## src/rtl/mux41_pkg.sv

```systemverilog
// Shared types and constants for the mux41 round-robin arbiter and its
// integration with the mux41 datapath.
package mux41_pkg;

    // Arbiter FSM states
    typedef enum logic {
        ST_IDLE = 1'b0,
        ST_BUSY = 1'b1
    } arb_state_t;

    // Two-bit select, identical to the mux41 {i_SEL1,i_SEL0} encoding
    typedef logic [1:0] sel_t;

    // Requester indices (bit positions in the request vector)
    localparam sel_t IDX_A = 2'd0;
    localparam sel_t IDX_B = 2'd1;
    localparam sel_t IDX_C = 2'd2;
    localparam sel_t IDX_D = 2'd3;

    // One-hot grant pattern for a given owner index
    function automatic logic [3:0] onehot4(input sel_t idx);
        return 4'b0001 << idx;
    endfunction

endpackage

```

## src/rtl/mux41_arb_if.sv

```systemverilog
// Request/grant bundle between requesters and the mux41 arbiter.
// The slave side is the arbiter; the master side is whoever drives requests.
interface mux41_arb_if;
    logic [3:0] i_REQ;
    logic [3:0] o_GNT;
    logic       o_SEL0;
    logic       o_SEL1;
    logic       o_VALID;

    modport slave (
        input  i_REQ,
        output o_GNT,
        output o_SEL0,
        output o_SEL1,
        output o_VALID
    );

    modport master (
        output i_REQ,
        input  o_GNT,
        input  o_SEL0,
        input  o_SEL1,
        input  o_VALID
    );
endinterface

```

## src/rtl/mux41_arb_rr_pick4.sv

```systemverilog
// Combinational circular priority picker: returns the first asserted
// request searching from ptr upward (ptr, ptr+1, ptr+2, ptr+3 mod 4).
module rr_pick4
    import mux41_pkg::*;
(
    input  logic [3:0] req_i,
    input  sel_t       ptr_i,
    output sel_t       idx_o,
    output logic       any_o
);

    // Rotate the request vector so that bit 0 is the highest-priority slot
    logic [3:0] rot;

    genvar gi;
    generate
        for (gi = 0; gi < 4; gi++) begin : g_rot
            assign rot[gi] = req_i[sel_t'(ptr_i + sel_t'(gi))];
        end
    endgenerate

    sel_t off;

    // Lowest set bit of the rotated vector gives the offset from ptr
    always_comb begin
        off = '0;
        for (int k = 3; k >= 0; k--) begin
            if (rot[k]) begin
                off = sel_t'(k);
            end
        end
    end

    assign idx_o = sel_t'(ptr_i + off);
    assign any_o = |req_i;

endmodule

```

## src/rtl/mux41_arb.sv

```systemverilog
// Round-robin arbiter owning the mux41 select lines. Grants are held until
// the owner drops its request or HOLD_MAX consecutive cycles elapse; on
// release the pointer moves past the old owner and a new pick happens in
// the same cycle, so back-to-back grants have no idle gap.
module mux41_arb
    import mux41_pkg::*;
#(
    parameter  int HOLD_MAX = 4,
    localparam int CNT_W    = $clog2(HOLD_MAX + 1)
) (
    input  logic          i_CLK,
    input  logic          i_RST_N,
    mux41_arb_if.slave    bus
);

    arb_state_t       state_q;
    sel_t             own_q;
    sel_t             ptr_q;
    logic [CNT_W-1:0] cnt_q;
    logic [3:0]       gnt_q;
    logic             valid_q;

    sel_t             pick_ptr_d;
    sel_t             pick_idx;
    logic             pick_any;
    logic             release_d;

    // While busy, a release searches from just past the current owner;
    // from idle the stored pointer is used unchanged.
    always_comb begin
        pick_ptr_d = ptr_q;
        if (state_q == ST_BUSY) begin
            pick_ptr_d = sel_t'(own_q + 2'd1);
        end
    end

    assign release_d = !bus.i_REQ[own_q] ||
                       (cnt_q == CNT_W'(HOLD_MAX - 1));

    rr_pick4 u_pick (
        .req_i (bus.i_REQ),
        .ptr_i (pick_ptr_d),
        .idx_o (pick_idx),
        .any_o (pick_any)
    );

    // Arbiter FSM with hold counter, priority pointer and registered outputs
    always_ff @(posedge i_CLK) begin
        if (!i_RST_N) begin
            state_q <= ST_IDLE;
            own_q   <= IDX_A;
            ptr_q   <= IDX_A;
            cnt_q   <= '0;
            gnt_q   <= 4'b0000;
            valid_q <= 1'b0;
        end else begin
            case (state_q)
                ST_IDLE: begin
                    if (pick_any) begin
                        state_q <= ST_BUSY;
                        own_q   <= pick_idx;
                        cnt_q   <= '0;
                        gnt_q   <= onehot4(pick_idx);
                        valid_q <= 1'b1;
                    end
                end
                ST_BUSY: begin
                    if (!release_d) begin
                        cnt_q <= cnt_q + 1'b1;
                    end else begin
                        ptr_q <= pick_ptr_d;
                        cnt_q <= '0;
                        if (pick_any) begin
                            own_q <= pick_idx;
                            gnt_q <= onehot4(pick_idx);
                        end else begin
                            // Select lines keep their last value while idle
                            state_q <= ST_IDLE;
                            gnt_q   <= 4'b0000;
                            valid_q <= 1'b0;
                        end
                    end
                end
                default: begin
                    state_q <= ST_IDLE;
                    gnt_q   <= 4'b0000;
                    valid_q <= 1'b0;
                end
            endcase
        end
    end

    assign bus.o_GNT   = gnt_q;
    assign bus.o_SEL1  = own_q[1];
    assign bus.o_SEL0  = own_q[0];
    assign bus.o_VALID = valid_q;

endmodule

```

## src/flat_wrapper.sv

```systemverilog
// flat-port wrapper written by rule: the top's interface ports become plain ports
module mux41_arb_flat import mux41_pkg::*;
#(
    parameter  int HOLD_MAX = 4,
    localparam int CNT_W    = $clog2(HOLD_MAX + 1)
)
  (i_CLK, i_RST_N, bus_i_REQ, bus_o_GNT, bus_o_SEL0, bus_o_SEL1, bus_o_VALID);
  mux41_arb_if bus_i ();
  input  logic i_CLK;
  input  logic i_RST_N;
  input wire logic [$bits(bus_i.i_REQ)-1:0] bus_i_REQ;
  output wire logic [$bits(bus_i.o_GNT)-1:0] bus_o_GNT;
  output wire logic [$bits(bus_i.o_SEL0)-1:0] bus_o_SEL0;
  output wire logic [$bits(bus_i.o_SEL1)-1:0] bus_o_SEL1;
  output wire logic [$bits(bus_i.o_VALID)-1:0] bus_o_VALID;
  assign bus_i.i_REQ = bus_i_REQ;
  assign bus_o_GNT = bus_i.o_GNT;
  assign bus_o_SEL0 = bus_i.o_SEL0;
  assign bus_o_SEL1 = bus_i.o_SEL1;
  assign bus_o_VALID = bus_i.o_VALID;
  mux41_arb #(.HOLD_MAX(HOLD_MAX)) u_core (.i_CLK(i_CLK), .i_RST_N(i_RST_N), .bus(bus_i));
endmodule
```

## config.mk

```make
export PLATFORM = sky130hd
export DESIGN_NAME = mux41_arb_flat
export DESIGN_NICKNAME = d
export VERILOG_FILES = /design/src/rtl/mux41_pkg.sv /design/src/rtl/mux41_arb_if.sv /design/src/rtl/mux41_arb_rr_pick4.sv /design/src/rtl/mux41_arb.sv /design/src/flat_wrapper.sv
export SDC_FILE = /design/constraint.sdc
export NUM_CORES = 1
export LEC_CHECK = 0
export CELL_PAD_IN_SITES_DETAIL_PLACEMENT = 0
export CELL_PAD_IN_SITES_GLOBAL_PLACEMENT = 2
export CORE_ASPECT_RATIO = 0.7
export CORE_UTILIZATION = 34
export CTS_CLUSTER_DIAMETER = 150
export CTS_CLUSTER_SIZE = 24
export DETAILED_ROUTE_END_ITERATION = 8
export PLACE_DENSITY_LB_ADDON = 0.1
export SETUP_SLACK_MARGIN = 0.15
export SYNTH_ARGS = -nofsm -noshare
export SYNTH_HDL_FRONTEND = slang
export SYNTH_SLANG_ARGS = --single-unit
```

## constraint.sdc

```tcl
create_clock -name i_CLK -period 5 [get_ports i_CLK]
set_input_delay 1 -clock i_CLK [delete_from_list [all_inputs] [get_ports i_CLK]]
set_output_delay 1 -clock i_CLK [all_outputs]
set_load 0.05 [all_outputs]
```

# Yosys cells after proc, flatten, opt, wreduce, memory -nomap -nowiden
# Index checks and enable logic that the tools add are counted.
# totals
reg_bits	13
inputBits	6
out_inout_bits	7
word_cells	61
# classes
addsub	6
order_cmp	5
eq_ne	4
shift	1
mux	32
bitwise	1
n_reduce_logical	6
# op_table
cell	n
less-than comparator 2 x 3 -> 1 bit, second input constant	5
two-way mux 2 bit	7
two-way mux 4 bit	3
binary-select mux 1 bit (select 2 bit)	5
two-way mux 1 bit	10
case mux 4 bit (2 select lines)	1
two-way mux 3 bit	2
case mux 3 bit (2 select lines)	1
adder 2 x 1 -> 2 bit, second input constant	2
adder 2 bit, second input constant	2
inequality test 2 bit, second input constant	2
case mux 1 bit (2 select lines)	2
case mux 2 bit (2 select lines)	1
AND reduction 2 bit	2
OR reduction 4 bit	1
left shift 1 x 2 -> 4 bit, first input constant	1
adder 3 x 1 -> 3 bit, second input constant	1
equality test 3 x 2 -> 1 bit, second input constant	1
AND reduction 3 bit	1
adder 2 bit	1
inequality test 2 x 1 -> 1 bit, second input constant	1
logical NOT 1 bit	1
logical OR 1 bit	1
inverter 1 bit	1

# Logic depth before layout (Yosys ltp)
# logic_depth
depth_word	14
depth_mapped	11
ltp_nobuf	10

# Hierarchy
# Synthesis repeated with hierarchy kept, for this count alone.
# hier_totals
cells_unflattened	95
area_unflattened_um2	835.8
# by_module_without_submodules
mod	n_inst	cells_per_inst	area_each_um2	seq_area_each_um2
mux41_arb	1	70	669.4	260.2
rr_pick4	1	25	166.4	0.0

# Worst setup path before layout
# OpenSTA, ideal clock, no wires.
# synth_timing
path_type	reg2reg
startpoint	register u_core.own_q[0]
endpoint	register u_core.gnt_q[0] (netlist: u_core.bus.o_GNT[0])
setup_time_ps	117
arrival_ps	2557
required_time_ps	4883
setup_slack_ps	2326
path_stages_with_launch	11
path_buffers	1
synth_period_minus_slack_ps	2674
cell_sequence	dfxtp_1 > buf_4 > xnor2_2 > a21oi_1 > o21ai_0 > a21oi_1 > o31a_1 > ha_1 > xnor2_1 > xnor2_2 > a32o_1
# synth_between
elab_chain_len	14
word_cells_on_any_way	29
classes_between	5 x add/sub; 1 x eq/ne; 1 x shift; 19 x mux; 3 x reduce/logical
# synth_rtl
element	line_no	rtl
start: declaration	mux41_arb.sv:17	sel_t own_q;
start signal: assignment	mux41_arb.sv:61	own_q <= pick_idx;
start signal: assignment	mux41_arb.sv:74	own_q <= pick_idx;
adder 2 x 1 -> 2 bit	mux41_arb.sv:33	pick_ptr_d = sel_t'(own_q + 2'd1);
two-way mux 2 bit	mux41_arb.sv:32	if (state_q == ST_BUSY) begin
adder 2 bit	mux41_arb_rr_pick4.sv:18	assign rot[gi] = req_i[sel_t'(ptr_i + sel_t'(gi))];
binary-select mux 1 bit (select 2 bit)	mux41_arb_rr_pick4.sv:18	
two-way mux 1 bit (not written as such)	mux41_arb_rr_pick4.sv:18	
two-way mux 2 bit (4 in series)	mux41_arb_rr_pick4.sv:28	if (rot[k]) begin
adder 2 bit	mux41_arb_rr_pick4.sv:34	assign idx_o = sel_t'(ptr_i + off);
left shift 1 x 2 -> 4 bit	mux41_pkg.sv:22	return 4'b0001 << idx;
two-way mux 4 bit	mux41_arb.sv:73	if (pick_any) begin
two-way mux 4 bit	mux41_arb.sv:68	if (!release_d) begin
case mux 4 bit (2 select lines)	mux41_arb.sv:57	case (state_q)
end signal: assignment	mux41_arb.sv:63	gnt_q <= onehot4(pick_idx);
end signal: assignment	mux41_arb.sv:75	gnt_q <= onehot4(pick_idx);
end: declaration	mux41_arb.sv:20	logic [3:0] gnt_q;
# Parallel ways exist; a longest one is shown, timed or not. The select of a mux whose other input is x is not followed.
# A chain may end at the register's enable or synchronous reset.

# Final worst setup path
# layout_timing
startpoint	input port bus_i_REQ[1]
endpoint	register u_core.gnt_q[0] (netlist: u_core.bus.o_GNT[0])
# layout_between
elab_chain_len	11
word_cells_on_any_way	26
classes_between	1 x add/sub; 2 x eq/ne; 1 x shift; 18 x mux; 4 x reduce/logical
# layout_rtl
element	line_no	rtl
start: declaration	flat_wrapper.sv:11	input wire logic [$bits(bus_i.i_REQ)-1:0] bus_i_REQ;
binary-select mux 1 bit (select 2 bit)	mux41_arb_rr_pick4.sv:18	
two-way mux 1 bit (not written as such)	mux41_arb_rr_pick4.sv:18	
two-way mux 2 bit (4 in series)	mux41_arb_rr_pick4.sv:28	
adder 2 bit	mux41_arb_rr_pick4.sv:34	
left shift 1 x 2 -> 4 bit	mux41_pkg.sv:22	
two-way mux 4 bit	mux41_arb.sv:73	
two-way mux 4 bit	mux41_arb.sv:68	
case mux 4 bit (2 select lines)	mux41_arb.sv:57	
# Parallel ways exist; a longest one is shown, timed or not. The select of a mux whose other input is x is not followed.

==> metrics.txt <==
status complete, no violations; GP Congestion about 0.89; met1 GRT Util 20.6%; crit start category primary input; top cell type's share of synthesized area roughly 29%; die width approximately 63 um; antenna diode count 0; number of enable flip-flop cells after synthesis 0; f_max 319 MHz; most frequent cells in the layout dfxtp_1 (13), clkdlybuf4s50_1 (12), nand2_1 (10); maximum fanout along the worst path 9; synthesized flop and latch total 13; Final Instance Count excl. Fillers 149; Top Family by Delay on Critical Path compound AO/OA/AOI/OAI gates; slowest CP cell clkdlybuf4s50_1; hold path depth 2; Bufs and invs on worst path 2; initial cell density of the core 35.9%; actual slew at the worst max-slew pin 664 ps; Mean Syn Cell Area 8.55 um2; H-tree levels 1; met2 Usage GRT between 20% and 30%; grt total ovfl 0; Sw Share 40.0%; Setup TNS Final 0 ps; Worst setup EP type flip-flop; Routed wire per std cell 12.8 um; sequential share of power 33.5%; FP Rows 15; synthesized netlist cell count ~100; I/O pin cnt 13; clock power share 21.2%; largest cells by area after synthesis dfxtp_1 (29%), ha_1 (4.2%), nand2_1 (4.2%), inv_1 (3.8%), xnor2_2 (3.7%); IO buf count 12; Synth async-reset ratio 0%; nets between 100 and 150; CTS max path bufs 2; required time worst endpoint between 5000 and 6000 ps; Clk Latency, worst-skew pair about 240 ps; Final Setup Violations 0; crit path DAT 3260 ps; pin count of the biggest net entering global routing 15; First DRT Iteration DRCs 30; # DRC 0; CP Depth 9; max-slew violations 0; leak pwr between 0.4 and 0.5 nW; Worst VDD drop 198 uV; pwr dens 401 nW/um2; combinational power share a little under half; Final HPWL DP 1440 um; CTS hold repair buffers 0; root buffer cell clkbuf_8; Layout Utilization 43.1%; final WL 1910 um; RSZ-0062 raised after global routing no; post-route clock period utilization 62.6%; CTS tree yes; ratio of cells with drive above 1 in the final layout a little over a tenth; first-pass GRT wire length 3400 um; Cell variety after synth 41; DIE AREA approximately 2800 um2; Hold Crit Class flip-flop to flip-flop; DP Cell Count 145; delay of the slowest cell on the worst path 630 ps; Core Area 2480 um2; post-CTS sizing 0; DR pass1 iterations 4; Synth Warn # 0; Antenna Nets Post-Route 0; Post-Syn Nets 113; setup bufs post-CTS 0; vias per inst 5.18; via count approximately 770; mapped cell area between 800 and 900 um2; switching pwr 171 uW; Num Clock Sinks 13; Top FF cell, synth dfxtp_1; CTS Buf Count 3; Yosys top cell by area dfxtp_1; sequential share of the synthesized area around 29%; Synth-to-Final Area Change 20.1%; Max-cap violations 0; Final Hold Fails 0; CP Class primary input to flip-flop; most common cell after layout, fill and taps aside dfxtp_1; Min Clock Period, post-route 3130 ps; FF-to-FF path depth 10; GRT met3 Usage 5.81%; skew final 4.47 ps; cell chain of the critical path clkdlybuf4s50_1, inv_2, o21ai_0, a21oi_1, o31a_1, ha_1, xnor2_1, xnor2_2, a32o_1; die height 44.8 um; Power, Total 429 uW; initial antenna violation count 0; gr busiest metal met2; vias in the first global route 750; Power Internal about 260 uW; relative slew slack 55.3%; gr usage total 15.7%; clock-pin slew on the worst setup and hold paths around 50 ps
-- power by group through the flow --
stage / clock [mW] / combinational (mW) / sequential (mW)
2_1_floorplan: 0 / 0.109 / 0.183
3_3_place_gp: 0 / 0.196 / 0.147
5_1_grt: 0.101 / 0.211 / 0.148
3_5_place_dp: 0 / 0.195 / 0.147
6_report: 0.0910 / 0.194 / 0.144
4_1_cts: 0.0937 / 0.196 / 0.144
-- metrics by stage --
stage / area (um2) / worst slack [ps] / hold WS (ps)
final: 1070 / 1870 / 459
after global routing: 1070 / 1670 / 491
after CTS: 1070 / 1850 / 468
after detailed placement: 1020 / 1590 / 452
after global placement: 1020 / 1620 / 447
after floorplan: 890 / 2330 / 493
-- cell usage after synthesis (3+ instances only) --
cell / number
dfxtp_1: 13
nand2_1: 10
inv_1: 9
nor2_1: 8
a21oi_1: 6
nor2b_1: 5
o21ai_0: 4
ha_1: 3
o21a_1: 3
-- cell type report --
type	count	area, um2
sequential	13	260
timing repair buffer	12	120
tap	34	42.5
clock buffer	4	45.0
multi-input combinational	76	563
inverter	10	37.5
fill	266	1410
-- worst register-to-register path: stages (launching register included) --
cell and delay [ps]:
dfxtp_1 560, xnor2_2 180, a21oi_1 450, nand2_1 140
a21oi_1 170, o211ai_1 100, o31a_1 120, ha_1 190
xnor2_1 260, xnor2_2 140, a32o_1 260
-- layer usage --
layer / up-vias / routed length, um
met3: 0 / 86
met4: 0 / 0
met5: - / 0
li1: 404 / -
met1: 356 / 1010
met2: 12 / 815
-- kinds of logic (layout without fill, tap and decap cells) --
group / count (synthesis) / in the layout / share of synthesized area [%]
fa+ha+maj: 3 / 3 / 4.22
buf+inv: 15 / 26 / 7.45
simple gates: 32 / 32 / 19.7
xor+xnor: 3 / 3 / 4.64
compound gates: 34 / 34 / 28.7
flops: 13 / 13 / 29.3
mux: 4 / 4 / 6.05
-- path summary, 6_finish.rpt --
path                        from                  end  slack (ps)
max                 bus_i_REQ[1]  u_core.bus.o_GNT[0]        1870
min reg2reg  u_core.bus.o_GNT[3]  u_core.bus.o_GNT[3]         460
min          u_core.bus.o_GNT[3]  u_core.bus.o_GNT[3]         460
max reg2reg      u_core.own_q[0]  u_core.bus.o_GNT[0]        2340
-- state kept, by name, indices dropped and copies added (netlist names) --
signal,count
u_core.bus.o_GNT,4
u_core.cnt_q,3
u_core.own_q,2
u_core.ptr_q,2
u_core.bus.o_VALID,1
u_core.state_q,1
Power figures use the tool's default switching activity.
